===== config.mk =====
export PLATFORM = sky130hd
export DESIGN_NAME = branch_ctrl_ras
export DESIGN_NICKNAME = d
export VERILOG_FILES = /design/src/rtl/branch_ctrl_ras.sv
export SDC_FILE = /design/constraint.sdc
export NUM_CORES = 1
export LEC_CHECK = 0
export CORE_MARGIN = 1
export CORE_UTILIZATION = 40
export CTS_CLUSTER_DIAMETER = 150
export DETAILED_ROUTE_END_ITERATION = 6
export SLEW_MARGIN = 30
export SYNTH_ARGS = -nofsm -noshare
export SYNTH_HDL_FRONTEND = slang
export SYNTH_SLANG_ARGS = --single-unit

===== constraint.sdc =====
create_clock -name clk -period 5.5 [get_ports clk]
set_clock_uncertainty 0.2 [all_clocks]
set_input_delay 0.55 -clock clk [delete_from_list [all_inputs] [get_ports clk]]
set_output_delay 0.55 -clock clk [all_outputs]
set_load 0.05 [all_outputs]

===== src/rtl/branch_ctrl_ras.sv =====
// rtl/branch_ctrl_ras.sv - PC/branch controller with stored ALU flags and circular return-address stack
module branch_ctrl_ras #(
  parameter int                     PC_WIDTH  = 16,
  parameter int                     RAS_DEPTH = 8,
  parameter logic [PC_WIDTH-1:0]    RESET_PC  = '0
) (
  input  logic                          clk,
  input  logic                          rst,
  input  logic                          stall,
  input  logic                          branch_enable,
  input  logic [3:0]                    branch_type,
  input  logic [PC_WIDTH-1:0]           branch_offset,
  input  logic [1:0]                    flags_in,
  input  logic                          flags_we,
  output logic [PC_WIDTH-1:0]           pc_out,
  output logic                          taken,
  output logic [1:0]                    stored_flags,
  output logic [$clog2(RAS_DEPTH):0]    ras_count,
  output logic                          ras_overflow,
  output logic                          ras_underflow
);

  localparam int PTR_W = $clog2(RAS_DEPTH);
  localparam int CNT_W = PTR_W + 1;
  localparam logic [CNT_W-1:0] RAS_FULL = CNT_W'(RAS_DEPTH);

  localparam logic [3:0] BT_JMP  = 4'b1001;
  localparam logic [3:0] BT_BRZ  = 4'b1010;
  localparam logic [3:0] BT_BRNZ = 4'b1011;
  localparam logic [3:0] BT_BRNS = 4'b1100;
  localparam logic [3:0] BT_CALL = 4'b1101;
  localparam logic [3:0] BT_RET  = 4'b1110;

  logic [PC_WIDTH-1:0] r_pc;
  logic                r_taken;
  logic [1:0]          r_flags;
  logic [PTR_W-1:0]    r_top;
  logic [CNT_W-1:0]    r_count;
  logic                r_overflow;
  logic                r_underflow;
  logic [PC_WIDTH-1:0] r_ras [RAS_DEPTH];

  logic                w_redirect;
  logic                w_push;
  logic                w_pop;
  logic                w_ret_empty;
  logic [PC_WIDTH-1:0] w_pc_inc;
  logic [PC_WIDTH-1:0] w_pc_rel;
  logic [PC_WIDTH-1:0] w_pc_next;
  logic [PTR_W-1:0]    w_top_inc;

  // Power-of-two depth lets the pointer and PC arithmetic wrap naturally.
  assign w_pc_inc  = r_pc + PC_WIDTH'(1);
  assign w_pc_rel  = r_pc + branch_offset;
  assign w_top_inc = r_top + PTR_W'(1);

  // Decode the branch against the flags held before this edge (no flags_in bypass).
  always_comb begin
    w_redirect  = 1'b0;
    w_push      = 1'b0;
    w_pop       = 1'b0;
    w_ret_empty = 1'b0;
    if (branch_enable) begin
      case (branch_type)
        BT_JMP:  w_redirect = 1'b1;
        BT_BRZ:  w_redirect = r_flags[0];
        BT_BRNZ: w_redirect = ~r_flags[0];
        BT_BRNS: w_redirect = ~r_flags[1];
        BT_CALL: begin
          w_redirect = 1'b1;
          w_push     = 1'b1;
        end
        BT_RET: begin
          if (r_count != '0) begin
            w_redirect = 1'b1;
            w_pop      = 1'b1;
          end else begin
            w_ret_empty = 1'b1;
          end
        end
        default: ;
      endcase
    end
  end

  // Select the next PC: return address, relative target, or sequential.
  always_comb begin
    w_pc_next = w_pc_inc;
    if (w_pop)
      w_pc_next = r_ras[r_top];
    else if (w_redirect)
      w_pc_next = w_pc_rel;
  end

  // Control state: flags load even when stalled; PC, taken and RAS hold on stall.
  always_ff @(posedge clk) begin
    if (rst) begin
      r_pc        <= RESET_PC;
      r_taken     <= 1'b0;
      r_flags     <= 2'b00;
      r_top       <= '0;
      r_count     <= '0;
      r_overflow  <= 1'b0;
      r_underflow <= 1'b0;
    end else begin
      if (flags_we)
        r_flags <= flags_in;
      if (!stall) begin
        r_pc    <= w_pc_next;
        r_taken <= w_redirect;
        if (w_push) begin
          r_top <= w_top_inc;
          if (r_count == RAS_FULL)
            r_overflow <= 1'b1;
          else
            r_count <= r_count + 1'b1;
        end
        if (w_pop) begin
          r_top   <= r_top - 1'b1;
          r_count <= r_count - 1'b1;
        end
        if (w_ret_empty)
          r_underflow <= 1'b1;
      end
    end
  end

  // Return-address storage; a push when full simply overwrites the oldest slot.
  always_ff @(posedge clk) begin
    if (!rst && !stall && w_push)
      r_ras[w_top_inc] <= w_pc_inc;
  end

  assign pc_out        = r_pc;
  assign taken         = r_taken;
  assign stored_flags  = r_flags;
  assign ras_count     = r_count;
  assign ras_overflow  = r_overflow;
  assign ras_underflow = r_underflow;

endmodule


**Yosys cells after proc, flatten, opt, wreduce, memory -nomap -nowiden**

Memories as Yosys holds them, arrays and structs flattened. A register that Yosys moved wholly into a read port is not among the register bits.
Index checks and enable logic that the tools add are counted.

- Add/subtract/negate cells: 6
- Bitwise logic cells: 3
- Equal/unequal tests: 8
- Muxes and demuxes: 21
- Reductions and logical operators: 11

Operators by type and width:

| cell | number |
|---|---|
| 2-to-1 mux 16 bit | 2 |
| == test 4 bit (second input constant) | 7 |
| adder 16 x 1 -> 16 bit (second input constant) | 1 |
| adder 16 bit | 1 |
| 2-to-1 mux 3 bit | 4 |
| 2-to-1 mux 4 bit | 3 |
| 2-to-1 mux 1 bit | 11 |
| AND reduction 3 bit | 2 |
| case mux 1 bit (5 select lines) | 1 |
| adder 4 x 1 -> 4 bit (second input constant) | 1 |
| AND reduction 2 bit | 2 |
| nonzero test 4 bit | 1 |
| subtractor 4 x 1 -> 4 bit (second input constant) | 1 |
| adder 3 x 1 -> 3 bit (second input constant) | 1 |
| NOT 1 bit | 3 |
| subtractor 3 x 1 -> 3 bit (second input constant) | 1 |
| logical AND 1 bit | 2 |
| logical NOT 1 bit | 2 |
| inequality test 2 bit (second input constant) | 1 |
| nonzero test 2 bit | 1 |
| OR reduction 2 bit | 1 |

- Memory bits (writable): 128
- Logic and storage cells: 57
- Memories kept: 1
- Bits in registers: 28
- Input port bits: 27

Memories:

| memory | depth | width | rd ports | clocked after memory_dff | wr ports | RTL line | RTL |
|---|---|---|---|---|---|---|---|
| r_ras | 8 | 16 | 1 | 1 | 1 | 41 | `logic [PC_WIDTH-1:0] r_ras [RAS_DEPTH];` |

**Depth between registers and ports, before layout**

- Word-level depth: 8
- Mapped depth: 13
- Mapped depth without buffers: 9

**Worst setup path after synthesis**

OpenSTA, ideal clock, no wires.

- Path kind: input-to-reg
- Start point: input port branch_type[1]
- End point: memory r_ras[1][0] (enable)
- Buffers on the path: 1
- Path slack: 2069 ps
- Arrival: 2822 ps
- Cell stages on the path: 4
- Required time: 4891 ps
- Cells stage by stage: buf_2 > or4_1 > or3_1 > nor3_1

- Word-level cells in the longest chain between the ends: 6

Ends and longest elaborated chain:

| what | RTL line | RTL |
|---|---|---|
| start: declaration | 11 | `input logic [3:0] branch_type,` |
| == test 4 bit | 64 | `case (branch_type)` |
| 2-to-1 mux 1 bit | 64 |  |
| 2-to-1 mux 1 bit | 63 | `if (branch_enable) begin` |
| logical AND 1 bit | 130 | `if (!rst && !stall && w_push)` |
| 2-to-1 mux 1 bit | 130 |  |
| 2-to-1 mux 1 bit (not written as such) | 131 | `r_ras[w_top_inc] <= w_pc_inc;` |
| end: declaration | 41 |  |

Every way passes these cells.

**Worst setup path after layout**

- Start point: input port branch_type[1]
- End point: register r_count[3] (netlist: ras_count[3])

- Word-level cells in the longest chain between the ends: 5
- Elaborated cells between the ends (all ways): 10
- Those cells by class: 3 x eq/ne; 5 x mux; 2 x reduce/logical

Ends and longest elaborated chain:

| what | RTL line | RTL |
|---|---|---|
| == test 4 bit | 64 |  |
| 2-to-1 mux 1 bit | 64 |  |
| 2-to-1 mux 1 bit | 63 |  |
| inequality test 2 bit (no source line) or nonzero test 2 bit (tied branches) | -- |  |
| AND reduction 3 bit (no source line) | -- |  |
| end signal: assignment | 116 | `r_count <= r_count + 1'b1;` |
| end signal: assignment | 120 | `r_count <= r_count - 1'b1;` |
| end: declaration | 38 | `logic [CNT_W-1:0] r_count;` |

Parallel ways exist; a longest one is shown, timed or not.
A chain may end at the register's enable or synchronous reset.

==> summary.md <==
* **standard cell area after detailed placement** 8300 um^2
* **via count of the first global-routing pass** 4798
* **Power per Cell Area** 297 nW/um^2
* **gr usage total** 18.4%
* **setup repair after global routing missed its margin** false
* **Fin. Hold Viols** 0
* **max cap viols** 0
* **Post-synth EDFFs** 128
* **Layout Area Growth over Synthesis** 17.8%
* **wire length reported by the detailed router** 16.8 mm
* **root buf cell** sky130_fd_sc_hd__clkbuf_16
* **TritonCTS clock tree** yes
* **pin slew with the least headroom to its limit** 0.881 ns
* **count of TritonRoute iterations in the first routing pass** 5
* **final non-filler cell total** 831
* **worst hold slack** 0.290 ns
* **list of most frequent post-synthesis cells** sky130_fd_sc_hd__edfxtp_1 (128), sky130_fd_sc_hd__a21oi_1 (32), sky130_fd_sc_hd__mux4_2 (32)
* **total number of nets in the final design** 638
* **maximum number of pins on one net before global-route repair** 32
* **ys flop type** sky130_fd_sc_hd__edfxtp_1
* **wire per inst** 20.3 um
* **Die X-Extent** 139 um
* **CTS Buf Count** 17
* **Boundary Pins** 52
* **fmax** 0.292 GHz
* **antenna violations before repair** 0
* **CP most frequent cell** sky130_fd_sc_hd__a21oi_1
* **number of instances on the worst hold path** 2
* **Hold Crit Class** reg2reg
* **crit path kind** in2reg
* **critical-path cell list** clkdlybuf4s50_1, nand2_1, or4_1, clkinv_4, ha_1, a21o_1, a21oi_1, xnor2_1, or3_1, a21oi_1
* **standard cell core area** 18200 um^2
* **worst slew margin relative to its limit** 40.8%
* **Final Cycle Share** 62.3%
* **beginning of the worst hold path** ras_overflow
* **fin area** 8860 um^2
* **ratio of cells with drive above 1 in the final layout** 15.8%
* **count of hold buffers inserted by post-cts repair** 0
* **number of violations reported at the end of detailed-routing iteration 0** 337
* **fill cell instance count of the final layout** 1514
* **placed cell count** 799
* **maximum root-to-sink buffer count** 2
* **post-synthesis register bit count** 159
* **sort of element at the end of the critical path** register
* **y dimension of the die** 139 um
* **count of warnings emitted by yosys** 0
* **maximum ir drop on the vdd rail** 0.231 mV
* **post-CTS sizing** 0
* **critical path's slowest cell** sky130_fd_sc_hd__or4_1
* **clock latency on the worst-skew pair** 0.43 ns
* **flop-to-flop setup slack** 2.20 ns
* **initial standard-cell utilization of the core** 41.3%
* **synthesized area** 7520 um^2
* **global-route wire length before repair** 26.8 mm
* **leading post-synthesis cells by cell area** sky130_fd_sc_hd__edfxtp_1 (51%), sky130_fd_sc_hd__mux4_2 (9.6%), sky130_fd_sc_hd__dfxtp_1 (8.3%)
* **post-synthesis cell count** 532
* **DR vias** 4792
* **total nets after synthesis** 581
* **proportion of synthesized chip area in sequential cells** 59.4%
* **post-CTS repair timing setup buffer count** 0
* **leftover overflow at the end of global routing** 0
* **most frequently used cell type in the post-synthesis netlist** sky130_fd_sc_hd__edfxtp_1
* **area share of the largest cell type after synthesis** 51.1%
* **Detail Route Antenna Nets** 0
* **post-placement setup slack** 1.68 ns
* **H-tree level count** 4
* **worst endpoint data arrival time** 3.58 ns
* **Synth async-reset ratio** 0%
* **Setup Total Neg Slack** 0 ns
* **area of all sequential standard cells** 4470 um^2
* **setup ws final** 2.07 ns
* **HPWL after DPL** 11.6 mm
* **final number of setup-violating endpoints** 0
* **Critical path origin** branch_type[1]
* **antenna fix cells** 0
* **Port Buf Inserts** 51
* **global placer's final weighted congestion** 0.890
* **leakage** 2.92 nW
* **end of the worst hold path** ras_overflow
* **worst-path maximum fanout** 23
* **count of cells along the worst register-to-register path** 9
* **CP max stage delay** 0.75 ns
* **Required @ worst endpoint** 5.66 ns
* **full die area** 19300 um^2
* **Power Total** 2.63 mW
* **via density per instance** 5.77
* **cell type contributing the most total cell area after synthesis** sky130_fd_sc_hd__edfxtp_1
* **average cell area after synthesis** 14.1 um^2
* **capture point of the worst reg-to-reg path** ras_count[3]
* **number of pins exceeding their max-slew limit in the final report** 0
* **share of the core filled with cells in the final layout** 48.6%
* **Num Clock Sinks** 159
* **area occupied by multi-input gates** 2890 um^2
* **number of distinct library cells after synthesis** 70
* **Cell Rows** 49
* **Post-route DRC** 0
* **nature of the critical path startpoint** input pin
* **origin of the critical flop-to-flop path** ras_count[0]
* **Final min period** 3.43 ns
* **clock slew at reported path FFs** 0.06 ns
* **result of the run** complete, no violations
-- registers in the layout, summed over array words and instances, names as in the netlist, named ones only --
signal,cells
r_top,3
r_ras,128
stored_flags,2
pc_out,16
taken,1
ras_underflow,1
ras_count,4
ras_overflow,1
-- per-layer routing --
layer | vias to the layer above | wire (um) | global-route usage, %
li1 | 2209 | - | -
met1 | 2399 | 7770 | 25.5
met2 | 167 | 7940 | 29.3
met3 | 17 | 923 | 3.21
met4 | 0 | 206 | 6.43
met5 | - | 0 | 0
-- how the worst max path moves through the flow --
stage | endpoint | slack (ns) | depth (start not counted)
2_1_floorplan | r_ras[1][0] | 2.07 | 4
3_3_place_gp | ras_count[3] | 1.75 | 10
3_5_place_dp | ras_count[3] | 1.68 | 10
4_1_cts | ras_count[3] | 2.11 | 10
5_1_grt | ras_count[3] | 1.98 | 10
6_report | ras_count[3] | 2.07 | 10
-- placed cells by master, fill, tap and decap left out, drive strengths merged, types with 5 or more instances in the layout --
cell	count
a211oi	6
a21o	5
a21oi	32
buf	13
clkbuf	18
clkdlybuf4s50	51
clkinv	9
dfxtp	31
edfxtp	128
ha	20
inv	15
mux2	9
mux2i	14
mux4	32
nand2	27
nand3	16
nand4	6
nor2	30
nor3	9
o211ai	5
o21ai	18
xnor2	20
xor2	12
-- area by class of cell --
class                      count  share of cell area (%)
clock buffer                  18                    4.85
clock inverter                14                    1.33
inverter                      14                   0.650
multi-input combinational    333                    32.6
sequential                   159                    50.4
tap                          229                    3.23
timing repair buffer          64                    6.87
-- where the power goes --
part           internal (mW)  switching (mW)  leakage, nW
logic                 0.0858           0.128         1.24
registers               1.31          0.0193         1.43
clock network          0.619           0.464        0.259
-- cell families after synthesis --
| family | Yosys count | synth area share (%) |
|---|---|---|
| DFF | 159 | 59.4 |
| buffers and inverters | 40 | 2.55 |
| muxes | 55 | 12.8 |
| xor gates and xnor gates | 32 | 3.73 |
| and+or+nand+nor | 122 | 8.50 |
| AOI/OAI and AO/OA | 102 | 9.19 |
| adders and majority gates | 22 | 3.86 |
-- critical path, delay by kind of cell --
kind            cells  cell delay, ns
compound gates      3            0.50
fa+ha+maj           1            0.28
simple gates        3            1.18
buf+inv             2            0.98
xor+xnor            1            0.09
No activity file was read; power rests on OpenSTA's default activity.
